File: config.mk
export PLATFORM = sky130hd
export DESIGN_NAME = fifo_rd_ctrl_flat
export DESIGN_NICKNAME = d
export VERILOG_FILES = /design/src/rtl/fifo_rd_ctrl_if.sv /design/src/rtl/fifo_rd_ctrl.sv /design/src/flat_wrapper.sv
export SDC_FILE = /design/constraint.sdc
export NUM_CORES = 1
export LEC_CHECK = 0
export CELL_PAD_IN_SITES_DETAIL_PLACEMENT = 1
export CELL_PAD_IN_SITES_GLOBAL_PLACEMENT = 1
export CORE_UTILIZATION = 37
export DETAILED_ROUTE_END_ITERATION = 7
export PLACE_DENSITY = 0.91
export SETUP_SLACK_MARGIN = 0.5
export SLEW_MARGIN = 10
export SYNTH_ARGS = -nofsm -noshare
export SYNTH_HDL_FRONTEND = slang
export SYNTH_SLANG_ARGS = --single-unit
File: constraint.sdc
create_clock -name clk -period 4 [get_ports clk]
set_input_delay 1.2 -clock clk [delete_from_list [all_inputs] [get_ports clk]]
set_output_delay 1.2 -clock clk [all_outputs]
set_load 0.1 [all_outputs]
File: src/rtl/fifo_rd_ctrl_if.sv
// Read-side port bundle between the FIFO consumer and its pointer/flag
// controller.
interface fifo_rd_ctrl_if #(
    parameter int PTR_WIDTH  = 4,
    parameter int ADDR_WIDTH = 3
);
    logic                  rinc;
    logic [PTR_WIDTH-1:0]  rq2_wptr;
    logic                  clr_underflow;
    logic [ADDR_WIDTH-1:0] raddr;
    logic [PTR_WIDTH-1:0]  rptr;
    logic                  rempty;
    logic                  raempty;
    logic [PTR_WIDTH-1:0]  rcount;
    logic                  runderflow;

    modport master (
        output rinc,
        output rq2_wptr,
        output clr_underflow,
        input  raddr,
        input  rptr,
        input  rempty,
        input  raempty,
        input  rcount,
        input  runderflow
    );

    modport slave (
        input  rinc,
        input  rq2_wptr,
        input  clr_underflow,
        output raddr,
        output rptr,
        output rempty,
        output raempty,
        output rcount,
        output runderflow
    );
endinterface

File: src/rtl/fifo_rd_ctrl.sv
// Async FIFO read-side controller: binary/Gray read pointer, empty,
// almost-empty, occupancy and sticky underflow, all registered.
module fifo_rd_ctrl #(
    parameter int PTR_WIDTH     = 4,
    parameter int ADDR_WIDTH    = 3,
    parameter int AEMPTY_THRESH = 1
) (
    input  logic           clk,
    input  logic           rst,
    fifo_rd_ctrl_if.slave  bus
);
    localparam logic [PTR_WIDTH-1:0] AE_TH =
        PTR_WIDTH'(AEMPTY_THRESH);

    logic [PTR_WIDTH-1:0] rbin;
    logic [PTR_WIDTH-1:0] rbin_next;
    logic [PTR_WIDTH-1:0] gray_next;
    logic [PTR_WIDTH-1:0] wbin;
    logic [PTR_WIDTH-1:0] diff;
    logic [PTR_WIDTH-1:0] rptr_q;
    logic [PTR_WIDTH-1:0] rcount_q;
    logic                 rempty_q;
    logic                 raempty_q;
    logic                 under_q;
    logic                 accept;
    logic                 under_set;

    assign accept    = bus.rinc & ~rempty_q;
    assign under_set = bus.rinc & rempty_q;
    assign rbin_next = rbin + PTR_WIDTH'(accept);
    assign gray_next = rbin_next ^ (rbin_next >> 1);

    // Bit i of the binary value is the XOR of all Gray bits at and above i.
    always_comb begin
        wbin = '0;
        for (int i = 0; i < PTR_WIDTH; i++) begin
            wbin[i] = ^(bus.rq2_wptr >> i);
        end
    end

    assign diff = wbin - rbin_next;

    always_ff @(posedge clk or posedge rst) begin
        if (rst) begin
            rbin      <= '0;
            rptr_q    <= '0;
            rcount_q  <= '0;
            rempty_q  <= 1'b1;
            raempty_q <= 1'b1;
            under_q   <= 1'b0;
        end else begin
            rbin      <= rbin_next;
            rptr_q    <= gray_next;
            rcount_q  <= diff;
            rempty_q  <= (gray_next == bus.rq2_wptr);
            raempty_q <= (diff <= AE_TH);
            under_q   <= under_set | (under_q & ~bus.clr_underflow);
        end
    end

    assign bus.raddr      = rbin[ADDR_WIDTH-1:0];
    assign bus.rptr       = rptr_q;
    assign bus.rcount     = rcount_q;
    assign bus.rempty     = rempty_q;
    assign bus.raempty    = raempty_q;
    assign bus.runderflow = under_q;
endmodule

File: src/flat_wrapper.sv
// flat-port wrapper written by rule: the top's interface ports become plain ports
module fifo_rd_ctrl_flat 
#(
    parameter int PTR_WIDTH     = 4,
    parameter int ADDR_WIDTH    = 3,
    parameter int AEMPTY_THRESH = 1
)
  (clk, rst, bus_rinc, bus_rq2_wptr, bus_clr_underflow, bus_raddr, bus_rptr, bus_rempty, bus_raempty, bus_rcount, bus_runderflow);
  fifo_rd_ctrl_if #(.PTR_WIDTH(PTR_WIDTH), .ADDR_WIDTH(ADDR_WIDTH)) bus_i ();
  input  logic clk;
  input  logic rst;
  input wire logic [$bits(bus_i.rinc)-1:0] bus_rinc;
  input wire logic [$bits(bus_i.rq2_wptr)-1:0] bus_rq2_wptr;
  input wire logic [$bits(bus_i.clr_underflow)-1:0] bus_clr_underflow;
  output wire logic [$bits(bus_i.raddr)-1:0] bus_raddr;
  output wire logic [$bits(bus_i.rptr)-1:0] bus_rptr;
  output wire logic [$bits(bus_i.rempty)-1:0] bus_rempty;
  output wire logic [$bits(bus_i.raempty)-1:0] bus_raempty;
  output wire logic [$bits(bus_i.rcount)-1:0] bus_rcount;
  output wire logic [$bits(bus_i.runderflow)-1:0] bus_runderflow;
  assign bus_i.rinc = bus_rinc;
  assign bus_i.rq2_wptr = bus_rq2_wptr;
  assign bus_i.clr_underflow = bus_clr_underflow;
  assign bus_raddr = bus_i.raddr;
  assign bus_rptr = bus_i.rptr;
  assign bus_rempty = bus_i.rempty;
  assign bus_raempty = bus_i.raempty;
  assign bus_rcount = bus_i.rcount;
  assign bus_runderflow = bus_i.runderflow;
  fifo_rd_ctrl #(.PTR_WIDTH(PTR_WIDTH), .ADDR_WIDTH(ADDR_WIDTH), .AEMPTY_THRESH(AEMPTY_THRESH)) u_core (.clk(clk), .rst(rst), .bus(bus_i));
endmodule
== Yosys cells after proc, flatten, opt, wreduce, memory -nomap -nowiden ==
Index checks and enable logic that the tools add are counted.
W data, S select, Z words.
Storage, ports and cells
  register bits after elaboration: 15
  input bits: 8
  output and inout port bits: 14
  logic and storage cells: 21
Cells by class
  $add $sub $neg: 2
  $lt $le $gt $ge: 1
  eq/ne operators: 1
  bitwise operators: 7
  reductions and logical operators: 4
Operators by type and width (count)
  $reduce_xor A4 Y1: 4
  $add A4 B1 Y4: 1
  $eq A4 B4 Y1: 1
  $le A4 B1 Y1 const B: 1
  $sub A4 B4 Y4: 1
  $xor A4 B3 Y4: 1
  $and A1 B1 Y1: 3
  $not A1 Y1: 2
  $or A1 B1 Y1: 1

== Longest topological paths before layout ==
  depth in word-level cells: 5
  gate-level depth with buffers: 9
  gate-level depth less buffers: 9

== Worst setup path after synthesis ==
OpenSTA, ideal clock, no wires.
  kind: input to register
  start point: input bus_rinc
  end point: register u_core.rcount_q[3] (netlist: u_core.bus.rcount[3])
  setup time: 124 ps
  data arrival time: 3105 ps
  data required time: 3876 ps
  path slack: 770 ps
  stages on the path: 9
  buffers on the path: 0
  cell sequence: nor2b_1 > ha_1 > ha_1 > xnor2_1 > ha_1 > inv_1 > a2111o_1 > and4_4 > or2_1
Between the ends
  longest elaborated chain between the ends: 3
Ends and longest elaborated chain
  start: declaration: RTL line flat_wrapper.sv:12  | input wire logic [$bits(bus_i.rinc)-1:0] bus_rinc;
  $and A1 B1 Y1: RTL line fifo_rd_ctrl.sv:28  | assign accept = bus.rinc & ~rempty_q;
  $add A4 B1 Y4: RTL line fifo_rd_ctrl.sv:30  | assign rbin_next = rbin + PTR_WIDTH'(accept);
  $sub A4 B4 Y4: RTL line fifo_rd_ctrl.sv:41  | assign diff = wbin - rbin_next;
  net u_core.diff[3]: RTL line fifo_rd_ctrl.sv:19  | logic [PTR_WIDTH-1:0] diff;
  end signal: assignment: RTL line fifo_rd_ctrl.sv:54  | rcount_q <= diff;
  end: declaration: RTL line fifo_rd_ctrl.sv:21  | logic [PTR_WIDTH-1:0] rcount_q;
The timed path passes the listed nets, and every way through them passes these cells.

== Worst setup path in the final report ==
Same ends and word-level chain as after synthesis.

==> impl_results.md <==
- Status: finished, final reports clean
- Core Footprint: 1780 µm²
- DR DRC count: 0
- Xor and xnor area share after synthesis: 21.3%
- Finished Layout Cells: 112
- Layout fillers: 188
- Synth Area in Compound Gates: 6.88%
- CTS clk-pin slew, worst paths: 0.09 ns
- Final setup viols: 0
- Vias in the first global route: 536
- Worst EP arrival: 3.56 ns
- Die span in x: 46.3 µm
- Critical Path RT: 4.17 ns
- Clock Tree Root: clkbuf_4
- Max Fclk: 295 MHz
- Slew HR: 32.9%
- Mux share of post-synthesis cell area: 1.38%
- Dpl cells: 107
- Worst-path maximum fanout: 4
- GPL Wtd Cong: 0.790
- Clock sinks: 14
- DRT Wirelength: 1740 µm
- Critical path type: in -> reg
- RSZ-0062 raised after global routing: false
- Setup TNS: 0 ns
- Syn Inst Count: 61
- Layout Nets: 101
- Ys async rst share: 100%
- Worst-Margin Slew: 1.00 ns
- Drt wl/cell: 15.5 µm
- Global route overflow: 0
- GRT Util Overall: 18.1%
- Startpoint types: input port
- Max-Cap Viols: 0
- Syn_nets: 74
- Chip Height: 46.3 µm
- Share of cells above drive strength 1: 16.1%
- Synthesized area: 727 µm²
- Worst skew pair latency: 0.28 ns
- Total CTS buffers: 3
- YS warnings: 0
- Post-synthesis to final-layout area growth: 39.6%
- Routed vias/inst: 4.86
- CTS tree: done
- DR vias: 544
- Largest net degree at the start of global routing: 15
- Post-synthesis adder-cell area fraction: 8.61%
- Register area: 353 µm²
- Initial antenna violation count: 0
- Hold Vio Cnt, Final: 0
- Library cells used by synthesis: 23
- First-pass GRT wire length: 2490 µm
- First-iteration detailed-routing DRC count: 5
- Ports: 22
- Largest family of logic cells by synthesized area: XOR/XNOR gates
- Clock Tree Buf Depth: 2
- Final min period: 3.39 ns
- Die area: 2150 µm²
- Ys flop type: dfrtp_1
- Diodes inserted: 0
- Critical Path End Type: register
- Fin. max-slew vios: 0
- DRT antenna net count: 0
- Hold WC Path Type: reg -> reg
- EDFF count, synth: 0
- Syn_area_per_cell: 11.9 µm²
- Port bufs: 21
- Initial Util: 40.8%
- Multi-input logic area: 344 µm²
- Sequential area share after synthesis: 48.5%
- # H-tree levels: 1
- Flop and latch count out of synthesis: 14
- Final period util: 84.7%
- Clock Skew: 0.00526 ns
- FP Rows: 15
- Post-Synth Simple-Gate Area: 8.43%
- Dpl hpwl: 1350 µm
- Detailed-routing iteration count for the pre-antenna-repair pass: 4
## routing by layer
metal / routed length [µm] / GRT usage, % / up-vias
met2: 934 / 31.4 / 25
met1: 692 / 18.4 / 263
met4: 28 / 12.9 / 0
li1: - / - / 254
met3: 82 / 4.71 / 2
met5: 0 / 0 / -
## cell usage after synthesis, drive strengths merged (2+ instances only)
cell	number	area share (%)
dfstp	2	7.2
xor2	2	2.4
xnor2	13	16
nand2	2	1.0
ha	5	8.6
inv	8	4.1
a31oi	2	1.7
dfrtp	12	41
## state kept, by name (all words and copies together), names as in the netlist
register and cells:
u_core.bus.rcount 4, u_core.rbin 4, u_core.bus.rptr 3, u_core.bus.raempty 1, u_core.bus.rempty 1, u_core.bus.runderflow 1
## layout by cell type, fill, tap and decap left out
cell type        synthesis  final
a21oi_1                  1      1
o2111ai_1                1      1
a2111o_1                 1      1
ha_1                     5      4
nor2b_2                  0      1
and3_1                   1      1
clkbuf_8                 0      1
clkbuf_4                 0      3
xor3_1                   1      1
nand3_1                  1      1
and4_4                   1      1
a21boi_0                 1      1
ha_2                     0      1
mux2i_1                  1      1
nor4_2                   1      1
nand2b_1                 1      1
o21ai_0                  1      1
or2_1                    1      1
dfstp_2                  2      2
buf_4                    0      4
inv_1                    8      8
clkdlybuf4s50_1          0     19
xor2_1                   2      2
a31oi_1                  2      2
nand2_1                  2      2
dfrtp_1                 12     12
xnor2_1                 13     13
## worst max-delay path: stages
cell	delay, ns
clkdlybuf4s50_1	0.48
nor2b_2	0.16
ha_2	0.20
ha_1	0.20
xnor2_1	0.12
ha_1	0.36
inv_1	0.06
a2111o_1	0.40
and4_4	0.18
or2_1	0.21
## kinds of logic (layout without fill, tap and decap cells)
logic type	count (synthesis)	after routing
buf+inv	9	35
xor+xnor	16	16
mux	1	1
simple gates	9	9
compound gates	7	7
flops	14	14
fa+ha+maj	5	5
## per-stage QoR
step | hold slack, ns | worst slack, ns | instance area [µm²] | utilization [%]
2_1_floorplan | 0.744 | 0.770 | 727 | -
3_3_place_gp | 0.524 | 0.386 | 966 | 54.2
3_5_place_dp | 0.555 | 0.253 | 966 | 54.2
4_1_cts | 0.572 | 0.543 | 1000 | 56.2
5_1_grt | 0.620 | 0.513 | 1010 | 56.9
6_report | 0.563 | 0.611 | 1010 | 56.9
## path summary, 6_finish.rpt
kind | end | startpoint | depth (start not counted) | slack (ns)
min in group asynchronous | u_core.bus.rptr[1] | rst | 2 | 1.27
setup / recovery | u_core.bus.rcount[3] | bus_rinc | 10 | 0.61
max in group asynchronous | u_core.bus.rempty | rst | 2 | 2.36
setup reg to reg | u_core.bus.rcount[3] | u_core.bus.rempty | 9 | 1.52
hold reg to reg | u_core.bus.runderflow | u_core.bus.runderflow | 2 | 0.56
hold / removal | u_core.bus.runderflow | u_core.bus.runderflow | 2 | 0.56
## what timing repair did
| item | in CTS | in global routing |
|---|---|---|
| buffers inserted | 0 | 1 |
| hold buffers | 0 | 0 |
| resized for setup | 0 | 2 |
| endpoints found under the setup margin | 0 | 2 |
## area by class of cell
cell class | instances | share of cell area (%)
Sequential cell | 14 | 34.8
Multi-Input combinational cell | 38 | 33.9
Timing Repair Buffer | 23 | 21.7
Clock buffer | 4 | 3.58
Tap cell | 25 | 3.08
Inverter | 8 | 2.96
Power is not shown: default switching activity piles up to over one toggle a cycle in this logic, so the estimate is an artifact.
